--- config.mk ---
export PLATFORM = sky130hd
export DESIGN_NAME = timing_calc_arbiter_flat
export DESIGN_NICKNAME = d
export VERILOG_FILES = /design/src/rtl/timing_calc_arbiter_if.sv /design/src/rtl/timing_calc_arbiter.sv /design/src/flat_wrapper.sv
export SDC_FILE = /design/constraint.sdc
export NUM_CORES = 1
export LEC_CHECK = 0
export CORE_AREA = 2 2 318 320
export CTS_BUF_LIST = sky130_fd_sc_hd__clkbuf_2 sky130_fd_sc_hd__clkbuf_4 sky130_fd_sc_hd__clkbuf_8
export CTS_CLUSTER_DIAMETER = 200
export DETAILED_ROUTE_END_ITERATION = 7
export DIE_AREA = 0 0 320 322
export REMOVE_ABC_BUFFERS = 1
export SYNTH_ARGS = -nofsm -noshare
export SYNTH_HDL_FRONTEND = slang
export SYNTH_SLANG_ARGS = --single-unit
--- constraint.sdc ---
create_clock -name clk_i -period 3.5 [get_ports clk_i]
set_clock_uncertainty 0.15 [all_clocks]
set_input_delay 0.7 -clock clk_i [delete_from_list [all_inputs] [get_ports clk_i]]
set_output_delay 0.7 -clock clk_i [all_outputs]
set_load 0.01 [all_outputs]
--- src/rtl/timing_calc_arbiter_if.sv ---
// Axis request/response bus and calculator handshake around timing_calc_arbiter.
// slave is the arbiter's view; master is the axis controllers plus the calculator.
interface timing_calc_arbiter_if #(
  parameter int N_AXES = 4
);
  logic [N_AXES-1:0]    req;
  logic [N_AXES*32-1:0] req_speed;
  logic [N_AXES*32-1:0] req_acceleration;
  logic [N_AXES*32-1:0] req_jerk;
  logic [N_AXES-1:0]    grant;
  logic                 busy;
  logic                 done;
  logic [2:0]           done_axis;
  logic                 error;
  logic [0:4][31:0]     params;
  logic                 calc_start;
  logic [31:0]          calc_speed;
  logic [31:0]          calc_acceleration;
  logic [31:0]          calc_jerk;
  logic                 calc_finish;
  logic [0:4][31:0]     calc_params;

  modport master (
    output req, req_speed, req_acceleration, req_jerk, calc_finish, calc_params,
    input  grant, busy, done, done_axis, error, params,
           calc_start, calc_speed, calc_acceleration, calc_jerk
  );

  modport slave (
    input  req, req_speed, req_acceleration, req_jerk, calc_finish, calc_params,
    output grant, busy, done, done_axis, error, params,
           calc_start, calc_speed, calc_acceleration, calc_jerk
  );
endinterface

--- src/rtl/timing_calc_arbiter.sv ---
// Round-robin share of one speed_to_timing calculator between N_AXES axis controllers.
// state | meaning
// IDLE  | arbitrate pending requests, latch winner's operands
// WAIT  | hold calc_start until finish, operand reject or timeout
// RESP  | one-cycle done with result, then release grant
module timing_calc_arbiter #(
  parameter int N_AXES       = 4,
  parameter int CALC_TIMEOUT = 64
) (
  input logic                  clk_i,
  input logic                  reset_i,
  timing_calc_arbiter_if.slave bus
);
  localparam int IW = $clog2(N_AXES);
  localparam int TW = $clog2(CALC_TIMEOUT + 1);

  typedef enum logic [1:0] {ST_IDLE, ST_WAIT, ST_RESP} state_t;

  state_t            state_q;
  logic [N_AXES-1:0] grant_q;
  logic [N_AXES-1:0] mask_q;
  logic [IW-1:0]     ptr_q;
  logic [IW-1:0]     win_q;
  logic [TW-1:0]     tmr_q;
  logic              done_q;
  logic              error_q;
  logic [2:0]        done_axis_q;
  logic [0:4][31:0]  params_q;
  logic              calc_start_q;
  logic [31:0]       calc_speed_q;
  logic [31:0]       calc_acc_q;
  logic [31:0]       calc_jerk_q;

  logic              found_d;
  logic [IW-1:0]     win_d;
  logic [IW-1:0]     ptr_d;
  logic [IW:0]       idx;
  logic [N_AXES-1:0] req_eff;
  logic [31:0]       speed_d;
  logic [31:0]       acc_d;
  logic [31:0]       jerk_d;

  always_comb begin
    req_eff = bus.req & ~mask_q;
    found_d = 1'b0;
    win_d   = '0;
    idx     = '0;
    for (int i = 0; i < N_AXES; i++) begin
      idx = {1'b0, ptr_q} + (IW+1)'(i);
      if (idx >= (IW+1)'(N_AXES)) idx = idx - (IW+1)'(N_AXES);
      if (!found_d && req_eff[idx[IW-1:0]]) begin
        found_d = 1'b1;
        win_d   = idx[IW-1:0];
      end
    end
    ptr_d   = (win_d == IW'(N_AXES - 1)) ? '0 : win_d + 1'b1;
    speed_d = '0;
    acc_d   = '0;
    jerk_d  = '0;
    for (int i = 0; i < N_AXES; i++) begin
      if (win_d == IW'(i)) begin
        speed_d = bus.req_speed[32*i +: 32];
        acc_d   = bus.req_acceleration[32*i +: 32];
        jerk_d  = bus.req_jerk[32*i +: 32];
      end
    end
  end

  always_ff @(posedge clk_i) begin
    if (reset_i) begin
      state_q      <= ST_IDLE;
      grant_q      <= '0;
      mask_q       <= '0;
      ptr_q        <= '0;
      win_q        <= '0;
      tmr_q        <= '0;
      done_q       <= 1'b0;
      error_q      <= 1'b0;
      done_axis_q  <= '0;
      params_q     <= '0;
      calc_start_q <= 1'b0;
      calc_speed_q <= '0;
      calc_acc_q   <= '0;
      calc_jerk_q  <= '0;
    end else begin
      done_q <= 1'b0;
      case (state_q)
        ST_IDLE: begin
          mask_q <= '0;
          if (found_d) begin
            win_q          <= win_d;
            grant_q        <= '0;
            grant_q[win_d] <= 1'b1;
            ptr_q          <= ptr_d;
            calc_speed_q   <= speed_d;
            calc_acc_q     <= acc_d;
            calc_jerk_q    <= jerk_d;
            // a zero operand would divide by zero in the calculator, so never start it
            calc_start_q   <= (speed_d != '0) && (acc_d != '0) && (jerk_d != '0);
            tmr_q          <= TW'(CALC_TIMEOUT);
            state_q        <= ST_WAIT;
          end
        end
        ST_WAIT: begin
          if (!calc_start_q) begin
            error_q     <= 1'b1;
            params_q    <= '0;
            done_q      <= 1'b1;
            done_axis_q <= 3'(win_q);
            state_q     <= ST_RESP;
          end else if (bus.calc_finish) begin
            params_q     <= bus.calc_params;
            error_q      <= 1'b0;
            calc_start_q <= 1'b0;
            done_q       <= 1'b1;
            done_axis_q  <= 3'(win_q);
            state_q      <= ST_RESP;
          end else if (tmr_q == '0) begin
            params_q     <= '0;
            error_q      <= 1'b1;
            calc_start_q <= 1'b0;
            done_q       <= 1'b1;
            done_axis_q  <= 3'(win_q);
            state_q      <= ST_RESP;
          end else begin
            tmr_q <= tmr_q - 1'b1;
          end
        end
        ST_RESP: begin
          mask_q  <= grant_q;
          grant_q <= '0;
          state_q <= ST_IDLE;
        end
        default: state_q <= ST_IDLE;
      endcase
    end
  end

  assign bus.grant             = grant_q;
  assign bus.busy              = (state_q != ST_IDLE);
  assign bus.done              = done_q;
  assign bus.done_axis         = done_axis_q;
  assign bus.error             = error_q;
  assign bus.params            = params_q;
  assign bus.calc_start        = calc_start_q;
  assign bus.calc_speed        = calc_speed_q;
  assign bus.calc_acceleration = calc_acc_q;
  assign bus.calc_jerk         = calc_jerk_q;
endmodule

--- src/flat_wrapper.sv ---
// flat-port wrapper written by rule: the top's interface ports become plain ports
module timing_calc_arbiter_flat 
#(
  parameter int N_AXES       = 4,
  parameter int CALC_TIMEOUT = 64
)
  (clk_i, reset_i, bus_req, bus_req_speed, bus_req_acceleration, bus_req_jerk, bus_calc_finish, bus_calc_params, bus_grant, bus_busy, bus_done, bus_done_axis, bus_error, bus_params, bus_calc_start, bus_calc_speed, bus_calc_acceleration, bus_calc_jerk);
  timing_calc_arbiter_if #(.N_AXES(N_AXES)) bus_i ();
  input logic clk_i;
  input logic reset_i;
  input wire logic [$bits(bus_i.req)-1:0] bus_req;
  input wire logic [$bits(bus_i.req_speed)-1:0] bus_req_speed;
  input wire logic [$bits(bus_i.req_acceleration)-1:0] bus_req_acceleration;
  input wire logic [$bits(bus_i.req_jerk)-1:0] bus_req_jerk;
  input wire logic [$bits(bus_i.calc_finish)-1:0] bus_calc_finish;
  input wire logic [$bits(bus_i.calc_params)-1:0] bus_calc_params;
  output wire logic [$bits(bus_i.grant)-1:0] bus_grant;
  output wire logic [$bits(bus_i.busy)-1:0] bus_busy;
  output wire logic [$bits(bus_i.done)-1:0] bus_done;
  output wire logic [$bits(bus_i.done_axis)-1:0] bus_done_axis;
  output wire logic [$bits(bus_i.error)-1:0] bus_error;
  output wire logic [$bits(bus_i.params)-1:0] bus_params;
  output wire logic [$bits(bus_i.calc_start)-1:0] bus_calc_start;
  output wire logic [$bits(bus_i.calc_speed)-1:0] bus_calc_speed;
  output wire logic [$bits(bus_i.calc_acceleration)-1:0] bus_calc_acceleration;
  output wire logic [$bits(bus_i.calc_jerk)-1:0] bus_calc_jerk;
  assign bus_i.req = bus_req;
  assign bus_i.req_speed = bus_req_speed;
  assign bus_i.req_acceleration = bus_req_acceleration;
  assign bus_i.req_jerk = bus_req_jerk;
  assign bus_i.calc_finish = bus_calc_finish;
  assign bus_i.calc_params = bus_calc_params;
  assign bus_grant = bus_i.grant;
  assign bus_busy = bus_i.busy;
  assign bus_done = bus_i.done;
  assign bus_done_axis = bus_i.done_axis;
  assign bus_error = bus_i.error;
  assign bus_params = bus_i.params;
  assign bus_calc_start = bus_i.calc_start;
  assign bus_calc_speed = bus_i.calc_speed;
  assign bus_calc_acceleration = bus_i.calc_acceleration;
  assign bus_calc_jerk = bus_i.calc_jerk;
  timing_calc_arbiter #(.N_AXES(N_AXES), .CALC_TIMEOUT(CALC_TIMEOUT)) u_core (.clk_i(clk_i), .reset_i(reset_i), .bus(bus_i));
endmodule
==> impl_metrics.json, run 1 <==
{
  "worstHoldEndpoint": "u_core.bus.params[140]$_SDFFE_PP0P_",
  "ios": 818,
  "power_per_cell_area_nw_per_um2": 526,
  "wirelength_met1_mm": 32.3,
  "syn-instance-count": 1610,
  "async_reset_ff_share_pct": 0,
  "hold_path.class": "in -> reg",
  "critPathBufInv": 4,
  "place_hpwl_mm": 56.8,
  "period_needed_ns": 3.41,
  "final_min_period_over_clock_period_pct": 97.5,
  "maxClockFrequency_mhz": 293,
  "worst_hold_startpoint": "reset_i",
  "nature_of_the_critical_path_endpoint": "flip-flop",
  "totalNegativeSetupSlack_ns": 0,
  "drt-pass1-iter-count": 5,
  "routed-wl-met3_mm": 5.87,
  "rrSetupSlack_ns": 0.09,
  "synth.mux.area_fraction_pct": 0.155,
  "synth.avg_cell_area_um2": 8.03,
  "worst_skew_pair.late_latency_ns": 0.69,
  "clock_tree.htree_level_count": 2,
  "detail_route.wl_per_cell_um": 19.9,
  "routed.top_layer": "met4",
  "path_class": "reg -> reg",
  "antenna_found_initial": 6,
  "cts_num_sinks": 282,
  "cts-root-to-sink-buffers": 3,
  "clock-root-buffer": "clkbuf_8",
  "power.ir.vdd_worst_mv": 0.228,
  "start_kind": "flip-flop",
  "globalRoute.totalOverflow": 0,
  "post_route_cells_drive_above_1_share_pct": 11.5,
  "part_of_the_yosys_area_used_for_sequential_elements_pct": 43.7,
  "synthesized_area_fraction_occupied_by_ao_oa_aoi_and_oai_cells_pct": 28.7,
  "fin_util_pct": 25.0,
  "synth_adder_area_share_pct": 0.581,
  "critical_path.max_stage_delay_ns": 0.36,
  "final-setup-viol-count": 0,
  "syn2layout_area_growth_pct": 92.3,
  "finalHoldViolations": 0,
  "critical_path_peak_fanout": 47,
  "routed_wirelength_mm": 75.5,
  "report.final.slew_viol_count": 0,
  "viasPerCell": 4.18,
  "synth-edff-count": 0,
  "ff2ff_path_depth": 15,
  "floorplan.initialDensity_pct": 13.0,
  "ys_dominant_reg_cell": "dfxtp_1",
  "fp.dieW_um": 320,
  "number_of_library_cell_types_mapped_by_synthesis": 41,
  "synth_xor_area_share_pct": 0.271,
  "post_synth_and_or_nand_nor_area_fraction_pct": 21.3,
  "clkTransAtPathRegs_ns": 0.06,
  "worst_path_max_delay_cell": "nor4_2",
  "drc_violations_left": 0,
  "rsz0062_at_grt": "true",
  "detailroute.via_count": 15900,
  "worstPathRequired_ns": 3.93,
  "grt_use_total_pct": 13.6,
  "synth_area_um2": 12900,
  "worst_setup_slack_before_clock_tree_synthesis_ns": -1.43,
  "outcome": "finished clean",
  "core.rowCount": 116,
  "tritoncts": "done",
  "postRouteAntennaNets": 0,
  "synth-seq-cells": 282,
  "design.die.area_um2": 103000,
  "vias_in_the_first_global_route": 15100,
  "worst_r2r_startpoint": "u_core.mask_q[0]$_SDFFE_PP0P_",
  "grt_max_degree": 129,
  "grt_pass1_wl_mm": 104,
  "main_combinational_cell_family_by_area_after_synthesis": "compound AO/OA/AOI/OAI gates",
  "hold_depth": 2,
  "die_height_um": 322,
  "cp_data_arrival_time_ns": 3.84,
  "yosys_warnings": 0,
  "static-leakage-power_nw": 9.17,
  "io_buffer_count": 816,
  "final_critical_path_setup_slack_ns": 0.0883,
  "wl_met2_mm": 34.9,
  "worstPathCellList": "nand2b_4, o21ai_2, a21oi_2, o22ai_2, inv_2, ha_4, buf_4, nand2b_4, buf_12, buf_4, o22ai_2, o22ai_1, nor4_2, nand4_1, a41o_1",
  "coreArea_um2": 99600,
  "nets": 3007,
  "timing_worst_slew_pin_value_ns": 0.773,
  "detail_route.iter0.violations": 1194,
  "slew_headroom_pct": 48.5,
  "drv_cap": 0,
  "place.gp.congestion": 0.991,
  "clock_buffer_count_from_cts": 56,
  "crit_family": "compound AO/OA/AOI/OAI gates",
  "reg2reg_to": "u_core.bus.calc_start$_SDFFE_PP0P_"
}
-- flip-flops by register name (all words and copies together), names as in the netlist --
register                      count
u_core.bus.calc_jerk             32
u_core.ptr_q                      2
u_core.bus.done                   1
u_core.bus.calc_speed            32
u_core.bus.grant                  4
u_core.bus.calc_start             1
u_core.bus.params               160
u_core.mask_q                     4
u_core.tmr_q                      7
u_core.win_q                      2
u_core.bus.done_axis              2
u_core.bus.error                  1
u_core.bus.calc_acceleration     32
u_core.state_q                    2
-- cells in the final DEF (no fill, tap or decap), drive strengths merged, types with 3 or more instances in the layout --
cell | synthesis | final
a21oi | 111 | 111
a22oi | 160 | 160
and3 | 5 | 5
buf | 45 | 119
clkbuf | 109 | 86
clkdlybuf4s50 | 0 | 811
clkinv | 0 | 9
dfxtp | 282 | 282
diode | 0 | 4
dlymetal6s2s | 0 | 3
ha | 6 | 6
inv | 10 | 11
nand2 | 299 | 299
nand2b | 7 | 7
nand3 | 8 | 8
nand4 | 4 | 4
nor2 | 180 | 180
nor2b | 3 | 3
nor3 | 6 | 6
nor4 | 14 | 14
o211a | 97 | 97
o21ai | 5 | 5
o22ai | 145 | 145
or3 | 97 | 97
-- cell type report --
type                    count  area [µm²]
diodes                      4        10.0
clock buffers              84        1040
clock inverters            12         123
fillers                 10800       74700
flip-flops and latches    282        5650
well taps                1298        1620
inverters                  10        38.8
multi-input cells        1164        6970
repair buffers            936        9400
-- worst max-delay path by stage --
stage                                  startpoint                            endpoint  slack (ns)  cells past startpoint
detailed placement                     bus_req[0]  u_core.bus.calc_start$_SDFFE_PP0P_       -1.43                     17
global route        u_core.mask_q[0]$_SDFFE_PP0P_  u_core.bus.calc_start$_SDFFE_PP0P_       -0.05                     17
finish              u_core.mask_q[0]$_SDFFE_PP0P_  u_core.bus.calc_start$_SDFFE_PP0P_        0.09                     15
floorplan                              bus_req[1]  u_core.bus.calc_start$_SDFFE_PP0P_       -2.54                     11
global placement                       bus_req[1]  u_core.bus.calc_start$_SDFFE_PP0P_       -1.44                     16
CTS                                    bus_req[1]  u_core.bus.calc_start$_SDFFE_PP0P_       0.003                     17
-- synthesized netlist by cell type, drive strengths merged (5+ instances only) --
| cell | n | area (µm²) |
|---|---|---|
| a22oi | 160 | 1200 |
| nand3 | 8 | 45.0 |
| and3 | 5 | 31.3 |
| or3 | 97 | 607 |
| nand2 | 299 | 1120 |
| nor3 | 6 | 30.0 |
| a21oi | 111 | 556 |
| inv | 10 | 37.5 |
| dfxtp | 282 | 5650 |
| o22ai | 145 | 907 |
| clkbuf | 109 | 409 |
| o21ai | 5 | 25.0 |
| nor4 | 14 | 100 |
| nor2 | 180 | 678 |
| buf | 45 | 235 |
| ha | 6 | 75.1 |
| o211a | 97 | 971 |
| nand2b | 7 | 43.8 |
-- power breakdown --
group | internal (mW) | switching [mW]
logic | 2.79 | 2.90
clock network | 2.04 | 1.60
registers | 3.55 | 0.196
-- cell families (layout without fill, tap and decap cells) --
logic type,count (synthesis),after routing
and+or+nand+nor,629,629
muxes,2,2
buffers and inverters,164,1042
DFF,282,282
other,1,5
adders and majority gates,6,6
xor gates and xnor gates,4,4
AOI/OAI and AO/OA,522,522
-- per-stage QoR --
step | total power, mW | hold slack [ns] | area (µm²) | std cells
3_3_place_gp | 9.06 | 0.292 | 23100 | 3680
4_1_cts | 13.1 | 0.132 | 24500 | 3779
5_1_grt | 13.8 | 0.164 | 24900 | 3788
6_report | 13.1 | 0.204 | 24900 | 3790
2_1_floorplan | 6.17 | 0.280 | 12300 | 1456
3_5_place_dp | 9.07 | 0.296 | 23100 | 3680
-- per-layer routing --
layer  global-route usage, %  up-vias
met5                       0        -
met1                    17.7     7484
met2                    21.6      727
met3                    3.04      114
li1                        -     7526
met4                    5.35        0
-- timing repair --
action	in CTS	in global routing
setup endpoints to repair	1	1
pin swaps	13	22
cloned	2	2
hold buffers	0	0
gates resized for setup	27	57
buffers inserted	2	5
No activity file was read; power rests on OpenSTA's default activity.
==> run 2: changes to the inputs <==
Settings changed: HOLD_SLACK_MARGIN from default to 0.03, SKIP_CTS_REPAIR_TIMING from default to 1.
==> run 2 against run 1 <==
Power is 0.79% higher. Hold slack worse by 0.00060 ns. Via count is 0.13% lower. Non-clock buffer count is 4 higher. Global-route usage is 0.24 points lower. Wire length is 0.62% higher. Count of clock-buffer cells in the layout stayed put. Combinational power is 2% higher. Critical endpoint unchanged. Clock power hardly changed.
==> impl_metrics.json, run 2 (synthesis results as in run 1) <==
{
  "outcome": "finished clean",
  "rsz0062_at_grt": "true",
  "final_min_period_over_clock_period_pct": 99.6,
  "final-setup-viol-count": 0,
  "worstPathRequired_ns": 3.93,
  "critical_path_peak_fanout": 17,
  "core.rowCount": 116,
  "clkTransAtPathRegs_ns": 0.06,
  "detail_route.wl_per_cell_um": 20.0,
  "static-leakage-power_nw": 9.21,
  "nets": 3011,
  "vias_in_the_first_global_route": 15100,
  "routed.top_layer": "met5",
  "tritoncts": "done",
  "globalRoute.totalOverflow": 0,
  "report.power.total_mw": 13.2,
  "drt-pass1-iter-count": 5,
  "postRouteAntennaNets": 0,
  "mostFrequentLayoutCell": "clkdlybuf4s50_1",
  "grt_use_total_pct": 13.3,
  "grt_pass1_wl_mm": 102,
  "syn2layout_area_growth_pct": 92.8,
  "routed-wl-met3_mm": 5.76,
  "report.final.slew_viol_count": 0,
  "coreArea_um2": 99600,
  "path_class": "in -> reg",
  "start_kind": "input pin",
  "power_per_cell_area_nw_per_um2": 529,
  "power.ir.vdd_worst_mv": 0.250,
  "routed_wirelength_mm": 76.0,
  "clock_tree.htree_level_count": 2,
  "worst_skew_pair.late_latency_ns": 0.69,
  "detail_route.iter0.violations": 1323,
  "post_route_cells_drive_above_1_share_pct": 11.5,
  "ios": 818,
  "postLayoutCellArea_um2": 24900,
  "die_height_um": 322,
  "max_ffs_per_register": 160,
  "cp_data_arrival_time_ns": 3.91,
  "floorplan.initialDensity_pct": 13.0,
  "cts_num_sinks": 282,
  "design.die.area_um2": 103000,
  "wl_met2_mm": 35.0,
  "fp.dieW_um": 320,
  "cts-root-to-sink-buffers": 3,
  "drv_cap": 0,
  "period_needed_ns": 3.48,
  "slew_headroom_pct": 52.8,
  "layout_common_cells": "clkdlybuf4s50_1, nand2_1, dfxtp_1, nor2_1, a22oi_1",
  "detailroute.via_count": 15800,
  "clock-root-buffer": "clkbuf_8",
  "maxClockFrequency_mhz": 287,
  "viasPerCell": 4.17,
  "totalNegativeSetupSlack_ns": 0,
  "io_buffer_count": 816,
  "finalHoldViolations": 0,
  "place.gp.congestion": 0.991,
  "detailed_place.area_um2": 23100,
  "antenna_found_initial": 7,
  "nature_of_the_critical_path_endpoint": "flip-flop",
  "timing_worst_slew_pin_value_ns": 0.708,
  "rrSetupSlack_ns": 0.09,
  "wirelength_met1_mm": 32.5,
  "grt_max_degree": 129,
  "hold_path.class": "in -> reg",
  "drc_violations_left": 0,
  "clock_buffer_count_from_cts": 56,
  "place_hpwl_mm": 56.8
}
==> run 2: per-stage QoR <==
stage	hold slack, ns	cells	util (%)	setup WS (ns)
global route	0.165	3792	25.0	-0.0607
detailed placement	0.296	3680	23.2	-1.43
global placement	0.292	3680	23.2	-1.44
CTS	0.132	3776	24.4	-0.644
finish	0.203	3794	25.0	0.0156
floorplan	0.280	1456	-	-2.54
==> run 2: final timing paths <==
path,cells past startpoint,end,startpoint
max,16,u_core.bus.calc_start$_SDFFE_PP0P_,bus_req[3]
min,2,u_core.bus.params[140]$_SDFFE_PP0P_,reset_i
max reg2reg,16,u_core.bus.calc_start$_SDFFE_PP0P_,u_core.mask_q[0]$_SDFFE_PP0P_
min reg2reg,2,u_core.bus.calc_acceleration[31]$_SDFFE_PP0P_,u_core.bus.calc_acceleration[31]$_SDFFE_PP0P_
==> run 2: area by class of cell <==
class / instances / area, µm²
Fill cell: 10800 / 74600
Timing Repair Buffer: 940 / 9450
Multi-Input combinational cell: 1164 / 6980
Sequential cell: 282 / 5650
Tap cell: 1298 / 1620
Clock buffer: 84 / 1040
Clock inverter: 12 / 123
Inverter: 10 / 38.8
Antenna cell: 4 / 10.0
==> run 2: where the power goes <==
part	internal, mW	switching [mW]
Clock	2.04	1.60
Sequential	3.55	0.196
Combinational	2.82	2.97
Total	8.41	4.77
==> run 2: worst max-delay path, cell delays in order <==
cell and delay (ns):
clkdlybuf4s50_1 0.47, nor2b_2 0.17, o22ai_2 0.08, nand2_1 0.10
nand3_2 0.10, nor2_4 0.16, buf_4 0.15, ha_4 0.16
buf_16 0.17, buf_6 0.21, buf_4 0.16, o211a_1 0.18
o22ai_1 0.14, nor4_4 0.45, nand4_1 0.20, a41o_1 0.29
==> run 2: per-layer routing <==
metal | GRT usage (%) | vias up
li1 | - | 7534
met1 | 17.2 | 7478
met2 | 21.1 | 698
met3 | 3.30 | 118
met4 | 5.71 | 2
met5 | 0 | -
